### config.mk
export PLATFORM = sky130hd
export DESIGN_NAME = bisection_tracker
export DESIGN_NICKNAME = d
export VERILOG_FILES = /design/src/rtl/bisection_pkg.sv /design/src/rtl/bisection_abs_err.sv /design/src/rtl/bisection_tracker.sv
export SDC_FILE = /design/constraint.sdc
export NUM_CORES = 1
export LEC_CHECK = 0
export BUFFER_PORTS_ARGS = -buffer_cell sky130_fd_sc_hd__buf_2
export CORE_MARGIN = 1
export CORE_UTILIZATION = 62
export CTS_BUF_LIST = sky130_fd_sc_hd__clkbuf_16
export CTS_CLUSTER_SIZE = 24
export DETAILED_ROUTE_END_ITERATION = 16
export PLACE_DENSITY = 0.8
export REMOVE_ABC_BUFFERS = 1
export SLEW_MARGIN = 20
export SYNTH_ARGS = -nofsm -noshare
export SYNTH_HDL_FRONTEND = slang
export SYNTH_SLANG_ARGS = --single-unit
### constraint.sdc
create_clock -name clk -period 9.4 [get_ports clk]
set_input_delay 1.41 -clock clk [delete_from_list [all_inputs] [get_ports clk]]
set_output_delay 1.41 -clock clk [all_outputs]
set_load 0.1 [all_outputs]
### src/rtl/bisection_pkg.sv
// Shared types and sizing helpers for the bisection tracker.
// State encoding, plant polarity codes and counter width functions.
package bisection_pkg;

    typedef enum logic [2:0] {
        ST_IDLE  = 3'd0,
        ST_SETUP = 3'd1,
        ST_DRIVE = 3'd2,
        ST_WAIT  = 3'd3,
        ST_EVAL  = 3'd4,
        ST_DONE  = 3'd5
    } state_e;

    localparam bit POL_DIRECT  = 1'b0;
    localparam bit POL_INVERSE = 1'b1;

    function automatic int iter_width(input int max_iter);
        return $clog2(max_iter + 1);
    endfunction

    function automatic int timeout_width(input int timeout);
        return (timeout > 0) ? $clog2(timeout + 1) : 1;
    endfunction

endpackage

### src/rtl/bisection_abs_err.sv
// Combinational |x - y| over unsigned operands.
// The result is one bit wider and signed, so it can never overflow.
module bisection_abs_err #(
    parameter int W = 10
) (
    input  logic [W-1:0]      x,
    input  logic [W-1:0]      y,
    output logic signed [W:0] abs_diff
);

    logic signed [W:0] diff_s;

    // Widen both operands with a zero MSB, subtract, then fold the sign.
    always_comb begin
        diff_s = $signed({1'b0, x}) - $signed({1'b0, y});
        if (diff_s[W]) begin
            abs_diff = -diff_s;
        end else begin
            abs_diff = diff_s;
        end
    end

endmodule

### src/rtl/bisection_tracker.sv
// Bisection search of i_ref until the measured Q is within TOL of the target,
// with iteration cap, measurement timeout and optional drift re-tracking.
module bisection_tracker
    import bisection_pkg::*;
#(
    parameter int BUS_WIDTH   = 10,
    parameter int TOL         = 1,
    parameter int RETRACK_TOL = 4,
    parameter int MAX_ITER    = 16,
    parameter int TIMEOUT     = 1023,
    parameter bit POLARITY    = POL_DIRECT
) (
    input  logic                            clk,
    input  logic                            rst,
    input  logic                            enable,
    input  logic                            start,
    input  logic                            track,
    input  logic [BUS_WIDTH-1:0]            lo_bound,
    input  logic [BUS_WIDTH-1:0]            hi_bound,
    input  logic [BUS_WIDTH-1:0]            q_desired,
    input  logic [BUS_WIDTH-1:0]            q_measured,
    input  logic                            meas_ready,
    output logic                            meas_req,
    output logic [BUS_WIDTH-1:0]            i_ref,
    output logic                            busy,
    output logic                            converged,
    output logic                            failed,
    output logic                            timed_out,
    output logic [iter_width(MAX_ITER)-1:0] iter_count
);

    localparam int W  = BUS_WIDTH;
    localparam int WP = BUS_WIDTH + 1;
    localparam int IW = iter_width(MAX_ITER);
    localparam int TW = timeout_width(TIMEOUT);
    localparam logic signed [W:0] TOL_S     = WP'(TOL);
    localparam logic signed [W:0] RETRACK_S = WP'(RETRACK_TOL);
    localparam logic [IW-1:0]     ITER_CAP  = IW'(MAX_ITER);
    localparam logic [TW-1:0]     TMO_LAST  = (TIMEOUT > 0) ? TW'(TIMEOUT - 1) : '0;
    localparam logic [W-1:0]      ONE_W     = W'(1);

    state_e         state_q, state_d;
    logic [W-1:0]   a_q, a_d, b_q, b_d;
    logic [W-1:0]   lo_l_q, lo_l_d, hi_l_q, hi_l_d;
    logic [W-1:0]   q_lat_q, q_lat_d;
    logic [W-1:0]   i_ref_q, i_ref_d;
    logic           track_q, track_d;
    logic           meas_req_q, meas_req_d;
    logic           busy_q, busy_d;
    logic           conv_q, conv_d, fail_q, fail_d, to_q, to_d;
    logic [IW-1:0]  iter_q, iter_d;
    logic [TW-1:0]  tmo_q, tmo_d;
    logic           tmo_hit_s;
    logic [W-1:0]   mid_s;
    logic [W-1:0]   err_src_s;
    logic signed [W:0] err_s;
    logic           raise_s;

    // In DONE the live measurement is checked for drift; otherwise the latched sample.
    assign err_src_s = (state_q == ST_DONE) ? q_measured : q_lat_q;
    assign mid_s     = W'(({1'b0, a_q} + {1'b0, b_q}) >> 1);
    assign raise_s   = (q_desired > q_lat_q) ^ POLARITY;

    bisection_abs_err #(.W(W)) u_abs_err (
        .x        (err_src_s),
        .y        (q_desired),
        .abs_diff (err_s)
    );

    // WAIT-state cycle counter; restarts whenever the FSM is elsewhere.
    always_comb begin
        tmo_d     = '0;
        tmo_hit_s = 1'b0;
        if (state_q == ST_WAIT) begin
            tmo_d     = tmo_q + TW'(1);
            tmo_hit_s = (TIMEOUT > 0) && (tmo_q == TMO_LAST);
        end else begin
            tmo_d = '0;
        end
    end

    // Timeout counter register.
    always_ff @(posedge clk) begin
        if (rst) begin
            tmo_q <= '0;
        end else begin
            tmo_q <= tmo_d;
        end
    end

    // Search FSM: next state, bounds, drive code and sticky flags.
    always_comb begin
        state_d    = state_q;
        a_d        = a_q;
        b_d        = b_q;
        lo_l_d     = lo_l_q;
        hi_l_d     = hi_l_q;
        track_d    = track_q;
        q_lat_d    = q_lat_q;
        i_ref_d    = i_ref_q;
        meas_req_d = 1'b0;
        conv_d     = conv_q;
        fail_d     = fail_q;
        to_d       = to_q;
        iter_d     = iter_q;
        if (!enable) begin
            state_d = ST_IDLE;
            conv_d  = 1'b0;
            fail_d  = 1'b0;
            to_d    = 1'b0;
        end else begin
            case (state_q)
                ST_IDLE, ST_DONE: begin
                    if (start) begin
                        state_d = ST_SETUP;
                        lo_l_d  = lo_bound;
                        hi_l_d  = hi_bound;
                        track_d = track;
                        conv_d  = 1'b0;
                        fail_d  = 1'b0;
                        to_d    = 1'b0;
                        iter_d  = '0;
                    end else if ((state_q == ST_DONE) && track_q && meas_ready && (err_s > RETRACK_S)) begin
                        // Drift relaunch is a fresh search over the originally latched window.
                        state_d = ST_SETUP;
                        conv_d  = 1'b0;
                        fail_d  = 1'b0;
                        to_d    = 1'b0;
                        iter_d  = '0;
                    end else begin
                        state_d = state_q;
                    end
                end
                ST_SETUP: begin
                    a_d = lo_l_q;
                    b_d = hi_l_q;
                    if (lo_l_q > hi_l_q) begin
                        state_d = ST_DONE;
                        fail_d  = 1'b1;
                    end else begin
                        state_d = ST_DRIVE;
                    end
                end
                ST_DRIVE: begin
                    i_ref_d    = mid_s;
                    meas_req_d = 1'b1;
                    iter_d     = iter_q + IW'(1);
                    state_d    = ST_WAIT;
                end
                ST_WAIT: begin
                    // A ready coincident with the request belongs to an older measurement.
                    if (meas_ready && !meas_req_q) begin
                        q_lat_d = q_measured;
                        state_d = ST_EVAL;
                    end else if (tmo_hit_s) begin
                        state_d = ST_DONE;
                        fail_d  = 1'b1;
                        to_d    = 1'b1;
                    end else begin
                        state_d = ST_WAIT;
                    end
                end
                ST_EVAL: begin
                    if (err_s <= TOL_S) begin
                        state_d = ST_DONE;
                        conv_d  = 1'b1;
                    end else if ((iter_q == ITER_CAP) || ((b_q - a_q) <= ONE_W)) begin
                        state_d = ST_DONE;
                        fail_d  = 1'b1;
                    end else begin
                        if (raise_s) begin
                            a_d = i_ref_q;
                        end else begin
                            b_d = i_ref_q;
                        end
                        state_d = ST_DRIVE;
                    end
                end
                default: begin
                    state_d = ST_IDLE;
                end
            endcase
        end
        busy_d = (state_d == ST_SETUP) || (state_d == ST_DRIVE) ||
                 (state_d == ST_WAIT)  || (state_d == ST_EVAL);
    end

    // State and output registers.
    always_ff @(posedge clk) begin
        if (rst) begin
            state_q    <= ST_IDLE;
            a_q        <= '0;
            b_q        <= '0;
            lo_l_q     <= '0;
            hi_l_q     <= '0;
            track_q    <= 1'b0;
            q_lat_q    <= '0;
            i_ref_q    <= '0;
            meas_req_q <= 1'b0;
            busy_q     <= 1'b0;
            conv_q     <= 1'b0;
            fail_q     <= 1'b0;
            to_q       <= 1'b0;
            iter_q     <= '0;
        end else begin
            state_q    <= state_d;
            a_q        <= a_d;
            b_q        <= b_d;
            lo_l_q     <= lo_l_d;
            hi_l_q     <= hi_l_d;
            track_q    <= track_d;
            q_lat_q    <= q_lat_d;
            i_ref_q    <= i_ref_d;
            meas_req_q <= meas_req_d;
            busy_q     <= busy_d;
            conv_q     <= conv_d;
            fail_q     <= fail_d;
            to_q       <= to_d;
            iter_q     <= iter_d;
        end
    end

    assign meas_req   = meas_req_q;
    assign i_ref      = i_ref_q;
    assign busy       = busy_q;
    assign converged  = conv_q;
    assign failed     = fail_q;
    assign timed_out  = to_q;
    assign iter_count = iter_q;

endmodule

### Word level (Yosys, flattened, before mapping)

Cells that the tools add are included.

* logic and storage cells: 111
* output and inout bits: 20
* flip-flop bits (word level): 84
* bits of input ports: 46

* bitwise logic cells: 2
* multiplexer cells: 35
* reduce and logical (&&, ||, !) cells: 27
* $add $sub $neg: 6
* eq/ne operators: 21
* order comparisons: 5

Operators by type and width (number)
* 10-bit 2-to-1 mux: 7
* 10-bit one-hot mux with 2 select lines: 2
* 3-bit 2-to-1 mux: 8
* 10-bit greater-than comparator: 2
* 2-bit inequality test, second input constant: 9
* 3-bit one-hot mux with 5 select lines: 1
* 3-bit by 2-bit equality test with 1-bit output, second input constant: 4
* 3-bit AND reduction: 4
* 10-bit by 10-bit adder with 11-bit output: 1
* 11-bit by 4-bit greater-than comparator with 1-bit output, second input constant: 1
* 11-bit by 2-bit less-or-equal comparator with 1-bit output, second input constant: 1
* 11-bit 2-to-1 mux: 1
* 11-bit negation: 1
* 10-bit by 10-bit subtractor with 11-bit output: 1
* 10-bit by 1-bit adder with 10-bit output, second input constant: 1
* 10-bit equality test, second input constant: 1
* 10-bit by 1-bit less-or-equal comparator with 1-bit output, second input constant: 1
* 1-bit 2-to-1 mux: 10
* 5-bit 2-to-1 mux: 2
* 5-bit one-hot mux with 2 select lines: 1
* 5-bit AND reduction: 2
* 10-bit subtractor: 1
* 3-bit equality test, second input constant: 3
* 2-bit nonzero test: 4
* 16 further kinds: 27

### Depth between registers and ports, before layout

* depth in word-level cells: 15
* gate-level depth with buffers: 18
* mapped depth without buffers: 16

### Modules after synthesis

A second synthesis with hierarchy kept.

* cell total of the unflattened synthesis: 735
* area total of the unflattened synthesis: 6013.3 um^2

By module, submodules not included
* bisection_tracker: cells an instance 631, times used 1, area each 5262.5 um^2, sequential area each 1681.6 um^2
* bisection_abs_err: cells an instance 104, times used 1, area each 750.7 um^2, sequential area each 0.0 um^2

### Worst setup path after synthesis

OpenSTA, ideal clock, no wires.

* path kind: input -> register
* from: input port q_measured[0]
* to: register iter_q[3], in the netlist iter_count[3]
* required time: 9.282 ns
* buffers on the path: 1
* setup slack: 4.635 ns
* library setup time: 0.118 ns
* cell stages on the path: 14
* arrival time: 4.648 ns
* path through: mux2i_1 -> ha_1 -> inv_1 -> fa_1 -> a21o_1 -> a221oi_4 -> xnor2_2 -> and3_1 -> a31oi_1 -> o32a_1 -> buf_6 -> and3_1 -> or4b_4 -> a32o_1

* longest elaborated chain between the ends: 8

RTL lines
* start: declaration: line bisection_tracker.sv:21 `input logic [BUS_WIDTH-1:0] q_measured,`
* 10-bit 2-to-1 mux *: line bisection_tracker.sv:60 `assign err_src_s = (state_q == ST_DONE) ? q_measured : q_lat_q;`
* 10-bit by 10-bit subtractor with 11-bit output *: line bisection_abs_err.sv:15 `diff_s = $signed({1'b0, x}) - $signed({1'b0, y});`
* 11-bit negation: line bisection_abs_err.sv:17 `abs_diff = -diff_s;`
* 11-bit 2-to-1 mux *: line bisection_abs_err.sv:16 `if (diff_s[W]) begin`
* 11-bit by 4-bit greater-than comparator with 1-bit output *: line bisection_tracker.sv:123 `end else if ((state_q == ST_DONE) && track_q && meas_ready && (err_s > RETRACK_S)) begin`
* 1-bit logical AND *: line bisection_tracker.sv:123
* 3-bit inequality test (no line) *
* 3-bit AND reduction (no line) *
* end signal: assignment: line bisection_tracker.sv:219 `iter_q <= iter_d;`
* end: declaration: line bisection_tracker.sv:51 `logic [IW-1:0] iter_q, iter_d;`

Mark *: on every way between the ends. The rest lies on a longest branch, timed or not.
A chain may end at the register's enable or synchronous reset.

### Worst setup path after layout

* from: register state_q[1]
* to: register a_q[6]

* longest elaborated chain between the ends: 8
* elaborated cells on any way between the ends: 14
* classes of those cells: add/sub: 2; order compare: 1; eq/ne: 6; mux: 3; reduce/logical: 2

RTL lines
* start: declaration: line bisection_tracker.sv:42 `state_e state_q, state_d;`
* start signal: assignment: line bisection_tracker.sv:206 `state_q <= state_d;`
* 3-bit equality test: line bisection_tracker.sv:60
* 10-bit 2-to-1 mux: line bisection_tracker.sv:60
* 10-bit by 10-bit subtractor with 11-bit output: line bisection_abs_err.sv:15
* 11-bit negation: line bisection_abs_err.sv:17
* 11-bit 2-to-1 mux: line bisection_abs_err.sv:16
* 11-bit by 2-bit less-or-equal comparator with 1-bit output: line bisection_tracker.sv:164 `if (err_s <= TOL_S) begin`
* 2-bit inequality test (no line)
* 5-bit AND reduction (no line)
* end signal: assignment: line bisection_tracker.sv:192 `a_q <= '0;`
* end signal: assignment: line bisection_tracker.sv:207 `a_q <= a_d;`
* end: declaration: line bisection_tracker.sv:43 `logic [W-1:0] a_q, a_d, b_q, b_d;`

Parallel ways exist; a longest one is shown, timed or not.

==> flow_summary_export.csv <==
group,metric,value,unit
sta,min_period_over_period,57.0,%
worst_setup_path,start_kind,"register",
clock_network,cts_buffers,9,
sta,final.setup.tns,0,ns
synthesis,syn_avg_cell_area,7.69,um2
placement,dpl_cell_area,0.00643,mm2
placement,hpwlAfterDp,11400,um
global_routing,grt_pass1_vias,5370,
hold_path,min_from,"tmo_q[0]",
worst_setup_path,cp_max_fo,14,
synthesis,yosys_warnings,0,
drt,drt_iter0_drc,384,
worst_setup_path,critical_path.reg2reg.endpoint,"a_q[6]",
synthesis,synth.yosys.seq_area_share,27.7,%
clock_network,postCtsResizedCells,0,
synthesis,synth_area_leaders,"dfxtp_1 (28%), ha_1 (11%), nor2_1 (6.4%)",
drt,drt_pass1_iterations,5,
sta,tightest_slew,0.957,ns
finish,instances_no_fill,970,
floorplanning,die_x,101,um
clock_network,ctsLongestPathBuffers,2,
clock_network,clk_latency,0.34,ns
synthesis,synthDistinctLibCells,75,
synthesis,netlist_instances,789,
worst_setup_path,crit_buf_inv,2,
finish,nFillCells,777,
drt,antenna_left,0,
sta,fmax,0.187,GHz
worst_setup_path,cpLargestDelayFamily,"simple AND/OR/NAND/NOR gates",
floorplanning,ios,66,
clock_network,clock-sinks,84,
clock_network,h-tree-depth,3,
drt,finalWirelength,15100,um
job,maxCapViolations,0,
sta,grt_setup_unrepaired,"no",
clock_network,holdBufCountCts,0,
drt,wire_per_inst,15.5,um
global_routing,grt_overflow_total,0,
power,p_leak,0.00286,uW
hold_path,hold_class,"register to register",
finish,diodes,0,
clock_network,clk_pin_slew,0.07,ns
synthesis,synth_edf_count,0,
placement,placement.io_buffers,65,
worst_setup_path,r2r_slack,4.04,ns
floorplanning,die_y,101,um
worst_setup_path,reg2reg_from,"state_q[1]",
hold_path,hold_end,"tmo_q[0]",
clock_network,cts_tree,"yes",
finish,area_growth,11.0,%
placement,place_ws,4.15,ns
clock_network,cts_setup_buffers,0,
power,vdd_drop_max,116,uV
worst_setup_path,rr_worst_depth,16,
status,outcome,"finished, final reports clean",
drt,viasPerCell,6.03,
sta,fin_skew,0.00878,ns
finish,drive_above_1_share,12.8,%
floorplanning,rows,35,
synthesis,synthDominantCellAreaShare,27.7,%
worst_setup_path,end_kind,"register",
synthesis,ys.flop_type,"dfxtp_1",
synthesis,synth_seq_cells,84,
sta,max-slew-margin-rel,36.0,%
placement,gp_congestion,0.921,
floorplanning,dieArea,0.0102,mm2
finish,fin_nets,940,
worst_setup_path,slowest_delay,0.60,ns
global_routing,grt_pass1_wl,25000,um
synthesis,synth_top_area_cell,"dfxtp_1",
drt,via_count,5852,
sta,final.setup.worst_slack,4.04,ns
finish,fin_area,0.00673,mm2
placement,dp_cells,954,
synthesis,synth_area,0.00607,mm2
sta,setup_viol,0,
clock_network,clockRootBuffer,"clkbuf_16",
hold_path,hold_path_depth,1,
sta,maxSlewViolCount,0,
worst_setup_path,critical-path-slowest-cell,"dfxtp_1",
worst_setup_path,cp.required,9.57,ns
worst_setup_path,crit_chain,"inv_2 > nand3_1 > mux2i_1 > ha_1 > inv_1 > fa_1 > a21o_1 > a221oi_4 > a311oi_2 > or3_1 > a41o_1 > o311ai_1 > and3b_1 > a211oi_1 > nor2_1 > a221oi_1",
floorplanning,core_area,0.00937,mm2
worst_setup_path,crit_type,"register to register",
drt,drc,0,
synthesis,async_reset_ff_share,0,%
global_routing,grt_max_degree,72,
worst_setup_path,critical_path_arrival,5.53,ns
sta,hold_viol,0,
finish,final_util,71.8,%
floorplanning,initial_core_util,64.7,%
sta,min_period,5.36,ns
global_routing,antenna_found_initial,0,
global_routing,grtUsageTotal,30.8,%
power,power.density,139,mW/mm2
cell usage after synthesis, drive strengths merged (3+ instances only):
master / n
a211oi: 18
nand4: 10
a21o: 9
mux2i: 3
o21bai: 5
xnor2: 17
nor4bb: 3
o311ai: 3
o211ai: 3
buf: 5
inv: 62
nand2b: 5
or3: 10
or2: 3
and2: 7
o21a: 10
nor2: 104
o32ai: 3
o21ai: 22
a31oi: 5
ha: 55
nor3: 21
o211a: 4
nand2: 91
a221oi: 12
a21oi: 69
nand3b: 4
fa: 3
nor2b: 17
nand3: 25
a311oi: 6
xor2: 8
o221ai: 4
nor4b: 5
mux2: 9
dfxtp: 84
and3: 8
clkbuf: 26
a32o: 3
where the power goes:
group | internal, uW | switching (uW) | total [uW]
clock network | 207 | 153 | 360
logic | 78.5 | 122 | 201
registers | 367 | 9.71 | 377
total | 653 | 285 | 938
cells by family (layout without fill, tap and decap cells):
group | after synthesis | after routing | synth area share (%)
buf+inv | 93 | 145 | 6.02
xor+xnor | 25 | 25 | 3.86
flops | 84 | 84 | 27.7
fa+ha+maj | 58 | 58 | 12.3
simple gates | 320 | 320 | 24.9
mux | 12 | 12 | 2.17
compound gates | 197 | 197 | 23.0
flip-flops by register name, indices dropped and copies added, names as in the netlist:
| signal | count |
|---|---|
| lo_l_q | 10 |
| tmo_q | 10 |
| q_lat_q | 10 |
| failed | 1 |
| busy | 1 |
| a_q | 10 |
| hi_l_q | 10 |
| iter_count | 5 |
| i_ref | 10 |
| b_q | 10 |
| state_q | 3 |
| track_q | 1 |
| meas_req | 1 |
| timed_out | 1 |
| converged | 1 |
through the flow:
stage | hold slack [ns] | power (uW)
3_3_place_gp | 0.443 | 570
5_1_grt | 0.481 | 977
4_1_cts | 0.462 | 937
2_1_floorplan | 0.430 | 524
6_report | 0.456 | 938
3_5_place_dp | 0.447 | 579
worst max-delay path by stage:
stage                          endpoint  slack [ns]          start  cells past startpoint
after floorplan           iter_count[3]        4.64  q_measured[0]                     13
after global placement    iter_count[4]        4.33  q_measured[0]                     14
after detailed placement         a_q[3]        4.15  q_measured[0]                     15
after CTS                        a_q[6]        4.16     state_q[1]                     16
after global routing             a_q[6]        3.69     state_q[1]                     16
final                            a_q[6]        4.04     state_q[1]                     16
layout make-up:
cell class / count / area [um2] / share of cell area [%]
clock buffers: 9 / 225 / 3.35
clock inverters: 7 / 72.6 / 1.08
inverters: 62 / 233 / 3.46
multi-input cells: 612 / 4020 / 59.7
flip-flops and latches: 84 / 1680 / 25.0
well taps: 129 / 161 / 2.40
repair buffers: 67 / 340 / 5.05
metal layers:
layer / global-route usage [%] / part of all wire [%] / wire [um]
met1: 40.3 / 45 / 6790
met2: 52.5 / 47 / 7140
met3: 3.74 / 5.8 / 881
met4: 10.4 / 1.7 / 260
met5: 0 / 0 / 0
layout by cell type, fill, tap and decap left out, types with 4 or more instances in the layout:
| master | n |
|---|---|
| a211oi_1 | 17 |
| a21o_1 | 9 |
| a21oi_1 | 67 |
| a221oi_1 | 11 |
| a311oi_1 | 5 |
| a31oi_1 | 5 |
| and2_1 | 7 |
| and3_1 | 8 |
| buf_2 | 65 |
| clkbuf_16 | 9 |
| dfxtp_1 | 84 |
| ha_1 | 55 |
| inv_1 | 62 |
| mux2_2 | 9 |
| nand2_1 | 90 |
| nand2b_1 | 5 |
| nand3_1 | 25 |
| nand3b_1 | 4 |
| nand4_1 | 10 |
| nor2_1 | 104 |
| nor2b_1 | 17 |
| nor3_1 | 21 |
| nor4b_1 | 5 |
| o211a_1 | 4 |
| o21a_1 | 10 |
| o21ai_0 | 20 |
| o21bai_1 | 5 |
| o221ai_1 | 4 |
| or3_1 | 9 |
| xnor2_1 | 15 |
| xor2_1 | 8 |
No activity file was read; power rests on OpenSTA's default activity.
